**config.mk**
```make
export PLATFORM = sky130hd
export DESIGN_NAME = ninjakun_scroll
export DESIGN_NICKNAME = d
export VERILOG_FILES = /design/src/rtl/ninjakun_scroll.sv
export SDC_FILE = /design/constraint.sdc
export NUM_CORES = 1
export LEC_CHECK = 0
export BUFFER_PORTS_ARGS = -buffer_cell sky130_fd_sc_hd__buf_2
export CORE_UTILIZATION = 50
export CTS_CLUSTER_SIZE = 24
export DETAILED_ROUTE_END_ITERATION = 10
export PLACE_DENSITY = 0.79
export SLEW_MARGIN = 20
export SYNTH_ARGS = -nofsm -noshare
export SYNTH_HDL_FRONTEND = slang
export SYNTH_SLANG_ARGS = --single-unit
```
**constraint.sdc**
```tcl
create_clock -name CLK -period 2.7 [get_ports CLK]
set_clock_uncertainty 0.1 [all_clocks]
set_input_delay 0.81 -clock CLK [delete_from_list [all_inputs] [get_ports CLK]]
set_output_delay 0.81 -clock CLK [all_outputs]
set_load 0.05 [all_outputs]
```
**src/rtl/ninjakun_scroll.sv**
```systemverilog
// Background scroll registers: CPU-written X/Y shadows, optionally committed to the
// active values on the VBLANK rising edge, plus the scrolled BG raster coordinates.
module ninjakun_scroll #(
  parameter logic SYNC_COMMIT = 1'b1
) (
  input  logic       CLK,
  input  logic       RESET_N,
  input  logic       CS_SCRX,
  input  logic       CS_SCRY,
  input  logic       CPWR,
  input  logic       CPRD,
  input  logic [7:0] CPDO,
  input  logic       VBLK,
  input  logic [8:0] HPOS,
  input  logic [8:0] VPOS,
  output logic [7:0] SCR_DO,
  output logic [7:0] SCRX,
  output logic [7:0] SCRY,
  output logic [8:0] BGHP,
  output logic [8:0] BGVP,
  output logic       COMMIT
);

  logic [7:0] shadowX_q, shadowX_d, shadowY_q, shadowY_d;
  logic [7:0] activeX_q, activeX_d, activeY_q, activeY_d;
  logic       pendX_q, pendX_d, pendY_q, pendY_d;
  logic       wrXPrev_q, wrYPrev_q, vblkPrev_q;
  logic [8:0] bghp_q, bghp_d, bgvp_q, bgvp_d;
  logic       commit_q, commit_d;

  logic wrX, wrY, evX, evY, vbEdge;

  // A held strobe yields one event: only its first cycle counts.
  assign wrX    = CS_SCRX & CPWR;
  assign wrY    = CS_SCRY & CPWR;
  assign evX    = wrX & ~wrXPrev_q;
  assign evY    = wrY & ~wrYPrev_q;
  assign vbEdge = VBLK & ~vblkPrev_q;

  always_comb begin
    shadowX_d = shadowX_q;
    shadowY_d = shadowY_q;
    activeX_d = activeX_q;
    activeY_d = activeY_q;
    pendX_d   = pendX_q;
    pendY_d   = pendY_q;
    commit_d  = 1'b0;

    if (evX) shadowX_d = CPDO;
    if (evY) shadowY_d = CPDO;

    if (SYNC_COMMIT) begin
      // Commit copies the pre-write shadow; a coincident write re-arms pending.
      if (vbEdge && pendX_q) begin
        activeX_d = shadowX_q;
        pendX_d   = 1'b0;
      end
      if (vbEdge && pendY_q) begin
        activeY_d = shadowY_q;
        pendY_d   = 1'b0;
      end
      if (evX) pendX_d = 1'b1;
      if (evY) pendY_d = 1'b1;
      commit_d = vbEdge & (pendX_q | pendY_q);
    end else begin
      if (evX) activeX_d = CPDO;
      if (evY) activeY_d = CPDO;
    end

    bghp_d = HPOS + {1'b0, activeX_q};
    bgvp_d = VPOS + {1'b0, activeY_q};
  end

  always_ff @(posedge CLK or negedge RESET_N) begin
    if (!RESET_N) begin
      shadowX_q  <= 8'h00;
      shadowY_q  <= 8'h00;
      activeX_q  <= 8'h00;
      activeY_q  <= 8'h00;
      pendX_q    <= 1'b0;
      pendY_q    <= 1'b0;
      wrXPrev_q  <= 1'b0;
      wrYPrev_q  <= 1'b0;
      vblkPrev_q <= 1'b0;
      bghp_q     <= 9'h000;
      bgvp_q     <= 9'h000;
      commit_q   <= 1'b0;
    end else begin
      shadowX_q  <= shadowX_d;
      shadowY_q  <= shadowY_d;
      activeX_q  <= activeX_d;
      activeY_q  <= activeY_d;
      pendX_q    <= pendX_d;
      pendY_q    <= pendY_d;
      wrXPrev_q  <= wrX;
      wrYPrev_q  <= wrY;
      vblkPrev_q <= VBLK;
      bghp_q     <= bghp_d;
      bgvp_q     <= bgvp_d;
      commit_q   <= commit_d;
    end
  end

  assign SCR_DO = (CPRD && CS_SCRX) ? shadowX_q :
                  (CPRD && CS_SCRY) ? shadowY_q : 8'h00;
  assign SCRX   = activeX_q;
  assign SCRY   = activeY_q;
  assign BGHP   = bghp_q;
  assign BGVP   = bgvp_q;
  assign COMMIT = commit_q;

endmodule

```
==> results.cfg, run 1 <==
[timing]
period_minus_slack_ns = 2.59
setup_viol = 0
hold_ws_ns = 0.313
fin_ws_ns = 0.110
tightest_slew_ns = 0.491
drv_slew = 0
fin_crit_sh_pct = 95.9
fmaxAchievable_mhz = 386
hold_violations = 0
relSlewSlack_pct = 67.3
rsz0062_at_grt = false

[synthesis]
netlist_top_cells_area = dfrtp_1, mux2_2, ha_1
synth-edff-count = 0
yosysUniqueCellTypes = 32
yosys.area.top_type_share_pct = 53.0
ys.flop_type = dfrtp_1
synth.most_common_cell = dfrtp_1
netlist_instances = 204
synth-compound-area-share_pct = 9.33
synthMuxAreaShare_pct = 14.8
netlist_area_um2 = 2640
yosys_register_bits = 56
synth_largest_area_cell = dfrtp_1
syn_nets = 255
seq_area_frac_synth_pct = 53.0
synthTopCellsByCount = dfrtp_1, mux2_2, ha_1
synth_warnings = 0
post_synth_fa_ha_maj_area_fraction_pct = 9.09
synth_top_family_by_area = multiplexers
syn_avg_cell_area_um2 = 13.0
synth_xor_area_share_pct = 3.98
synth-simple-area-share_pct = 8.71
async_reset_ff_share_pct = 100

[routing]
vias = 1856
firstDrtPassIters = 4
drtAntennaViolNets = 0
totalWireLength_mm = 4.96
wl_per_cell_um = 13.9
drcViolationCount = 0
drt_iter0_drc = 94
vias_per_cell = 5.20

[critical_path]
crit_start = CS_SCRX
endpoint_kind = output port
crit_type = input pin to output port
start_kind = input pin
critPathArrivalTime_ns = 1.68
r2r-start = SCRY[0]
critPathRequiredTime_ns = 1.79
critPathMaxFanout = 7

[final_layout]
final_nets = 337
layout-drive-gt1-share_pct = 46.3
finalNonFillerCells = 357
utilization_pct = 64.1
areaGrowthSynthToFinish_pct = 23.9
n_antenna_cell = 0

[power]
p_leak_nw = 1.61
ir_drop_uv = 530
power_density_nw_per_um2 = 1140

[clocking]
cts_tree = built
insertion_delay_ns = 0.30
htree_levels = 2
postCtsSetupRepairBufs = 0
cts_root_buffer = clkbuf_8
cts_made_buffers = 5
cts_hold_buf = 0
clkSlewWorstSetupHoldPaths_ns = 0.09
cts_buffer_depth = 2
cts_sinks = 56

[floorplanning]
core_um2 = 5110
ios = 76
die_h_um = 74.7
die-area_um2 = 5580
dieWidth_um = 74.7
row_count = 26
start_util_pct = 51.7

[global_routing]
grt.overflow.total = 0
antenna_found_initial = 0
grt_max_degree = 26
grtUsageTotal_pct = 19.3
grt_pass1_wl_mm = 8.05
first_global_vias = 1749

[placed_design]
dp_slack_ns = -0.239
place_inst = 349
gp_congestion = 0.744
dp.final_hpwl_mm = 3.87
portBuffers = 75

[flow_run]
drv_cap = 0

[min_path]
hold_path_class = input pin to async pin

[outcome]
status = complete, no violations
==> stage by stage <==
stage	instance area (um2)	TNS [ns]	total power [W]
2_1_floorplan	2700	0	0.00285
3_3_place_gp	3180	-1.13	0.00324
3_5_place_dp	3180	-1.56	0.00330
4_1_cts	3270	0	0.00376
5_1_grt	3270	0	0.00398
6_report	3270	0	0.00373
==> report_power, final <==
part	switching, W	leakage, nW	internal, W
clock	0.000251	0.0455	0.000210
combinational	0.00139	0.900	0.000610
sequential	0.000142	0.663	0.00112
==> cells in the final DEF (no fill, tap or decap), types with 2 or more instances in the layout <==
cell / instances
ha_1: 16
nand2b_1: 3
fa_1: 2
and2_1: 3
o21a_1: 2
a21o_1: 2
mux2i_1: 3
and4b_1: 2
clkbuf_1: 2
o21ai_0: 5
a22oi_1: 7
buf_2: 75
a21o_2: 2
a21oi_1: 8
nand2_2: 2
o31ai_2: 2
nor3_1: 3
a21oi_2: 2
nand3_1: 3
buf_4: 3
dfrtp_1: 56
nand2_1: 15
nor2b_4: 8
a211oi_1: 2
xnor2_1: 6
xor2_1: 6
mux2_2: 32
o21bai_1: 2
nor2b_1: 2
clkbuf_8: 6
==> path summary, 6_finish.rpt <==
path	slack, ns	end	cells past startpoint
max reg2reg	0.68	BGVP[6]	6
min	0.31	BGHP[3]	1
max	0.11	SCR_DO[3]	5
max in group asynchronous	1.63	SCRY[6]	2
min reg2reg	0.41	pendX_q	2
min in group CLK	0.41	pendX_q	2
==> flip-flops by register name, indices dropped and copies added (netlist names), 8 cells and up <==
signal,count
BGHP,9
BGVP,9
SCRX,8
SCRY,8
shadowX_q,8
shadowY_q,8
==> cell families (layout without fill, tap and decap cells) <==
kind of cell,after synthesis,in the layout
XOR/XNOR,12,12
adder cells (fa/ha/maj),18,18
AND/OR/NAND/NOR,43,43
flip-flops,56,56
multiplexers,35,35
AO/OA/AOI/OAI,35,35
buffers and inverters,5,88
==> critical path, stage by stage <==
cell and delay (ns):
buf_2 0.12, nor2b_4 0.22, a22oi_1 0.15, nor2b_4 0.12, buf_2 0.26
==> routing by layer <==
metal  GRT usage, %  wire (um)  up-vias
met4           4.40         46        0
met2           30.3       2420       43
met1           27.5       2330      917
met5              0          0        -
met3           4.42        166        5
li1               -          -      891
==> repair_timing <==
item                                   4_1_cts  5_1_grt
endpoints found under the hold margin        0        0
setup endpoints to repair                    7        0
gates resized for setup                      2        0
==> final cells by class <==
| type | instances | area, um2 |
|---|---|---|
| clock buffers | 8 | 90.1 |
| fillers | 426 | 1830 |
| inverters | 1 | 3.75 |
| multi-input cells | 143 | 1270 |
| flip-flops and latches | 56 | 1400 |
| well taps | 70 | 87.6 |
| repair buffers | 79 | 418 |
(Power assumes the default switching activity.)
==> run 2: changes to the inputs <==
- ABC_AREA: unset -> 1
==> results.cfg, run 2 <==
[timing]
fin_tns_setup_ns = 0
period_minus_slack_ns = 2.55
hold_violations = 0
drv_slew = 0
fin_crit_sh_pct = 94.3
tightest_slew_ns = 0.738
relSlewSlack_pct = 50.8
fmaxAchievable_mhz = 393
rsz0062_at_grt = false
setup_viol = 0

[final_layout]
finalNonFillerCells = 479
final_cell_mix = nand2_1, buf_2, dfrtp_1, inv_1, nand3_1
areaGrowthSynthToFinish_pct = 20.0
multiInputGateArea_um2 = 1190
layout-drive-gt1-share_pct = 27.0
fin_area_um2 = 3390
n_antenna_cell = 0
fill_cells = 501
final_common_cell = nand2_1
seqCellArea_um2 = 1400
final_nets = 458

[synthesis]
yosys_register_bits = 56
netlist_instances = 326
netlist_top_cells_area = dfrtp_1, nand2_1, ha_1
synth-edff-count = 0
netlist_area_um2 = 2830
synth_largest_area_cell = dfrtp_1
syn_avg_cell_area_um2 = 8.67
synthTopCellsByCount = nand2_1, dfrtp_1, inv_1
seq_area_frac_synth_pct = 49.6
synth_warnings = 0
synth.most_common_cell = nand2_1
yosysUniqueCellTypes = 21
ys.flop_type = dfrtp_1
async_reset_ff_share_pct = 100
syn_nets = 377
yosys.area.top_type_share_pct = 49.6

[clocking]
cts_resized = 0
htree_levels = 2
cts_hold_buf = 0
clkSlewWorstSetupHoldPaths_ns = 0.09
insertion_delay_ns = 0.30
cts_sinks = 56
cts_root_buffer = clkbuf_8
postCtsSetupRepairBufs = 0
cts_tree = built
cts_made_buffers = 5
cts_buffer_depth = 2

[global_routing]
first_global_vias = 2023
grt.overflow.total = 0
grt_pass1_wl_mm = 9.34
antenna_found_initial = 0
grtUsageTotal_pct = 19.8
grt_max_degree = 21

[floorplanning]
core_um2 = 5470
row_count = 27
die-area_um2 = 5960
start_util_pct = 51.6
die_h_um = 77.2
ios = 76
dieWidth_um = 77.2

[routing]
drtAntennaViolNets = 0
drt_iter0_drc = 107
firstDrtPassIters = 4
vias = 2285
vias_per_cell = 4.77
wl_per_cell_um = 11.4
drcViolationCount = 0
totalWireLength_mm = 5.46

[flow_run]
drv_cap = 0

[critical_path]
crit_type = input pin to output port
endpoint_kind = output port
cp_common_cell = buf_2
slowest_stage = buf_2
start_kind = input pin
critPathRequiredTime_ns = 1.79
crit_path_max_incr_delay_ns = 0.29
critPathMaxFanout = 8
critPathArrivalTime_ns = 1.64
cp_cell_sequence = buf_2 > nand2_1 > inv_1 > nand3_1 > o21ai_0 > buf_2

[placed_design]
gp_congestion = 0.835
portBuffers = 75
place_inst = 472
dp.final_hpwl_mm = 4.46
dpl-instance-area_um2 = 3260

[power]
report.power.total_w = 0.00336
p_leak_nw = 1.96
power_density_nw_per_um2 = 991
ir_drop_uv = 580

[outcome]
status = complete, no violations

[min_path]
hold_path_class = input pin to async pin
## run 2: cell count changes after synthesis, moves of 7 or more
| cell | before | now |
|---|---|---|
| a22oi_1 | 7 | 0 |
| inv_1 | 1 | 47 |
| mux2_2 | 32 | 0 |
| nand2_1 | 15 | 115 |
| nand3_1 | 3 | 20 |
| nor2_1 | 1 | 8 |
| nor2b_1 | 10 | 0 |
| o21ai_0 | 5 | 17 |
| o21ai_2 | 0 | 16 |
## run 2: cells by family after synthesis
family | share of synthesized area (%)
xor gates and xnor gates | 1.86
buffers and inverters | 8.45
DFF | 49.6
AOI/OAI and AO/OA | 8.68
adders and majority gates | 8.50
and+or+nand+nor | 22.9
## run 2: worst paths after layout
path                            startpoint            to  slack (ns)  depth (start not counted)
worst max register to register     SCRY[0]       BGVP[8]        0.99                          8
max in group asynchronous          RESET_N  shadowX_q[2]        1.56                          2
worst max-delay path                  CPRD     SCR_DO[5]        0.15                          6
min in group CLK                   pendX_q       pendX_q        0.38                          2
worst min-delay path               RESET_N    vblkPrev_q        0.33                          1
worst min register to register     pendX_q       pendX_q        0.38                          2
## run 2: layout make-up
class                           count  area share (%)
Clock buffer                        5            2.03
Clock inverter                      2            1.77
Sequential cell                    56            41.3
Timing Repair Buffer               79            12.0
Tap cell                           72            2.66
Multi-Input combinational cell    217            35.0
Inverter                           48            5.31
## run 2: through the flow
| step | worst slack [ns] | hold WS (ns) | util [%] |
|---|---|---|---|
| after floorplan | -0.230 | 0.342 | - |
| after global placement | 0.207 | 0.354 | 59.6 |
| after detailed placement | 0.154 | 0.364 | 59.6 |
| after CTS | 0.152 | 0.341 | 62.0 |
| after global routing | 0.0503 | 0.351 | 62.0 |
| final | 0.154 | 0.332 | 62.0 |
## run 2: critical path: cells and delay by family
family | cells | cell delay, ns
compound gates | 1 | 0.10
buf+inv | 3 | 0.58
simple gates | 2 | 0.15
## run 2: where the power goes
part | total (W) | internal (W) | switching, W
clock | 0.000624 | 0.000365 | 0.000259
sequential | 0.00118 | 0.00106 | 0.000114
combinational | 0.00156 | 0.000403 | 0.00116
## run 2: metal layers
layer  global-route usage, %  part of all wire [%]  up-vias  routed length, um
met1                    26.6                    46     1046               2530
met3                    3.69                   4.4        5                239
met2                    33.3                    48       61               2650
li1                        -                     -     1173                  -
met4                    3.96                  0.73        0                 40
met5                       0                     0        -                  0
==> run 3: changes to the inputs <==
- CORE_ASPECT_RATIO: unset -> 0.75
- CORE_MARGIN: unset -> 5
- MAX_ROUTING_LAYER: unset -> met4
==> results.cfg, run 3 (synthesis results as in run 2) <==
[outcome]
status = complete, no violations

[clocking]
cts_sinks = 56
cts_hold_buf = 0
cts_tree = built
cts_buffer_depth = 2
insertion_delay_ns = 0.31
cts_resized = 0
cts_made_buffers = 5
postCtsSetupRepairBufs = 0
htree_levels = 2
cts_root_buffer = clkbuf_8
clkSlewWorstSetupHoldPaths_ns = 0.11

[final_layout]
final_common_cell = nand2_1
final_nets = 458
areaGrowthSynthToFinish_pct = 18.9
final_cell_mix = nand2_1, buf_2, dfrtp_1, inv_1, nand3_1
utilization_pct = 62.1
n_antenna_cell = 0
layout-drive-gt1-share_pct = 27.0
fin_area_um2 = 3360

[global_routing]
grt_use_met1_pct = 24.9
busiest_layer = met2
grt_pass1_wl_mm = 10.3
gr-usage-met2_pct = 29.3
grt_max_degree = 23
met3_usage_pct = 3.52
antenna_found_initial = 0
grt.overflow.total = 0
grtUsageTotal_pct = 18.8
first_global_vias = 2263

[floorplanning]
row_count = 23
start_util_pct = 52.2
dieWidth_um = 96.8
die-area_um2 = 7270
die_h_um = 75.1
core_um2 = 5410
ios = 76

[placed_design]
dp.final_hpwl_mm = 4.96
dpl-instance-area_um2 = 3270
portBuffers = 75
gp_congestion = 0.848

[timing]
fmaxAchievable_mhz = 381
tightest_slew_ns = 0.629
rsz0062_at_grt = false
relSlewSlack_pct = 58.0
fin_tns_setup_ns = 0
fin_crit_sh_pct = 97.1
hold_violations = 0
setup_viol = 0
period_minus_slack_ns = 2.62
drv_slew = 0
hold_ws_ns = 0.351

[critical_path]
critPathArrivalTime_ns = 1.71
r2r-start = SCRY[0]
critPathRequiredTime_ns = 1.79
crit_start = CPRD
start_kind = input pin
endpoint_kind = output port
r2r_slack_ns = 0.94
critPathMaxFanout = 8
crit_type = input pin to output port

[power]
p_sw_share_pct = 48.5
p_clk_share_pct = 15.1
netSwitchingPower_w = 0.00158
power_density_nw_per_um2 = 967
p_int_w = 0.00167
ir_drop_uv = 468
p_leak_nw = 1.94
p_comb_share_pct = 48.9
seqPwrFrac_pct = 36.0

[routing]
drt_iter0_drc = 106
vias = 2336
totalWireLength_mm = 6.28
wl_per_cell_um = 13.0
drtAntennaViolNets = 0
drcViolationCount = 0
firstDrtPassIters = 4
vias_per_cell = 4.84

[flow_run]
drv_cap = 0

[min_path]
hold_path_class = input pin to async pin
==> run 3: cell types whose count changed in the layout (fill, tap and decap cells not counted) <==
| cell | previous run | this run |
|---|---|---|
| bufinv_16 | 2 | 0 |
| clkbuf_1 | 0 | 1 |
| clkbuf_8 | 5 | 6 |
| clkinvlp_4 | 0 | 1 |
==> run 3: per-layer routing <==
metal / wire length [um] / part of all wire (%) / vias to the layer above
met5: 0 / 0 / -
met4: 99 / 1.6 / 0
met3: 378 / 6.0 / 9
met2: 2820 / 45 / 67
met1: 2980 / 47 / 1086
li1: - / - / 1174
==> run 3: worst paths after layout <==
check                                    end  cells after the start
worst max-delay path               SCR_DO[2]                      6
worst min-delay path                 SCRY[3]                      1
worst max register to register       BGVP[6]                      8
worst min register to register       pendX_q                      2
max in group asynchronous       shadowX_q[7]                      2
min in group CLK                     pendX_q                      2
==> run 3: critical path, cell delays in order <==
cell and delay, ns:
buf_2 0.09, nand2_1 0.05, inv_1 0.24, nand3_1 0.10
o21ai_0 0.11, buf_2 0.31
==> run 3: area by class of cell <==
| type | count | area, um2 |
|---|---|---|
| Fill cell | 503 | 2050 |
| Sequential cell | 56 | 1400 |
| Multi-Input combinational cell | 217 | 1190 |
| Timing Repair Buffer | 79 | 405 |
| Inverter | 48 | 180 |
| Tap cell | 75 | 93.8 |
| Clock buffer | 7 | 86.3 |
| Clock inverter | 1 | 7.51 |
==> run 3: metrics by stage <==
step / total power [W] / cells / setup WS [ns]
floorplan: 0.00240 / 326 / -0.230
global placement: 0.00274 / 475 / 0.170
detailed placement: 0.00278 / 475 / 0.101
CTS: 0.00327 / 483 / 0.0968
global route: 0.00344 / 483 / 0.00953
finish: 0.00325 / 483 / 0.0788
==> run 3: power groups by stage <==
stage	combinational [W]	sequential (W)	clock [W]
finish	0.00159	0.00117	0.000490
global route	0.00171	0.00120	0.000531
CTS	0.00160	0.00117	0.000495
floorplan	0.000547	0.00185	0
detailed placement	0.00159	0.00119	0
global placement	0.00156	0.00119	0
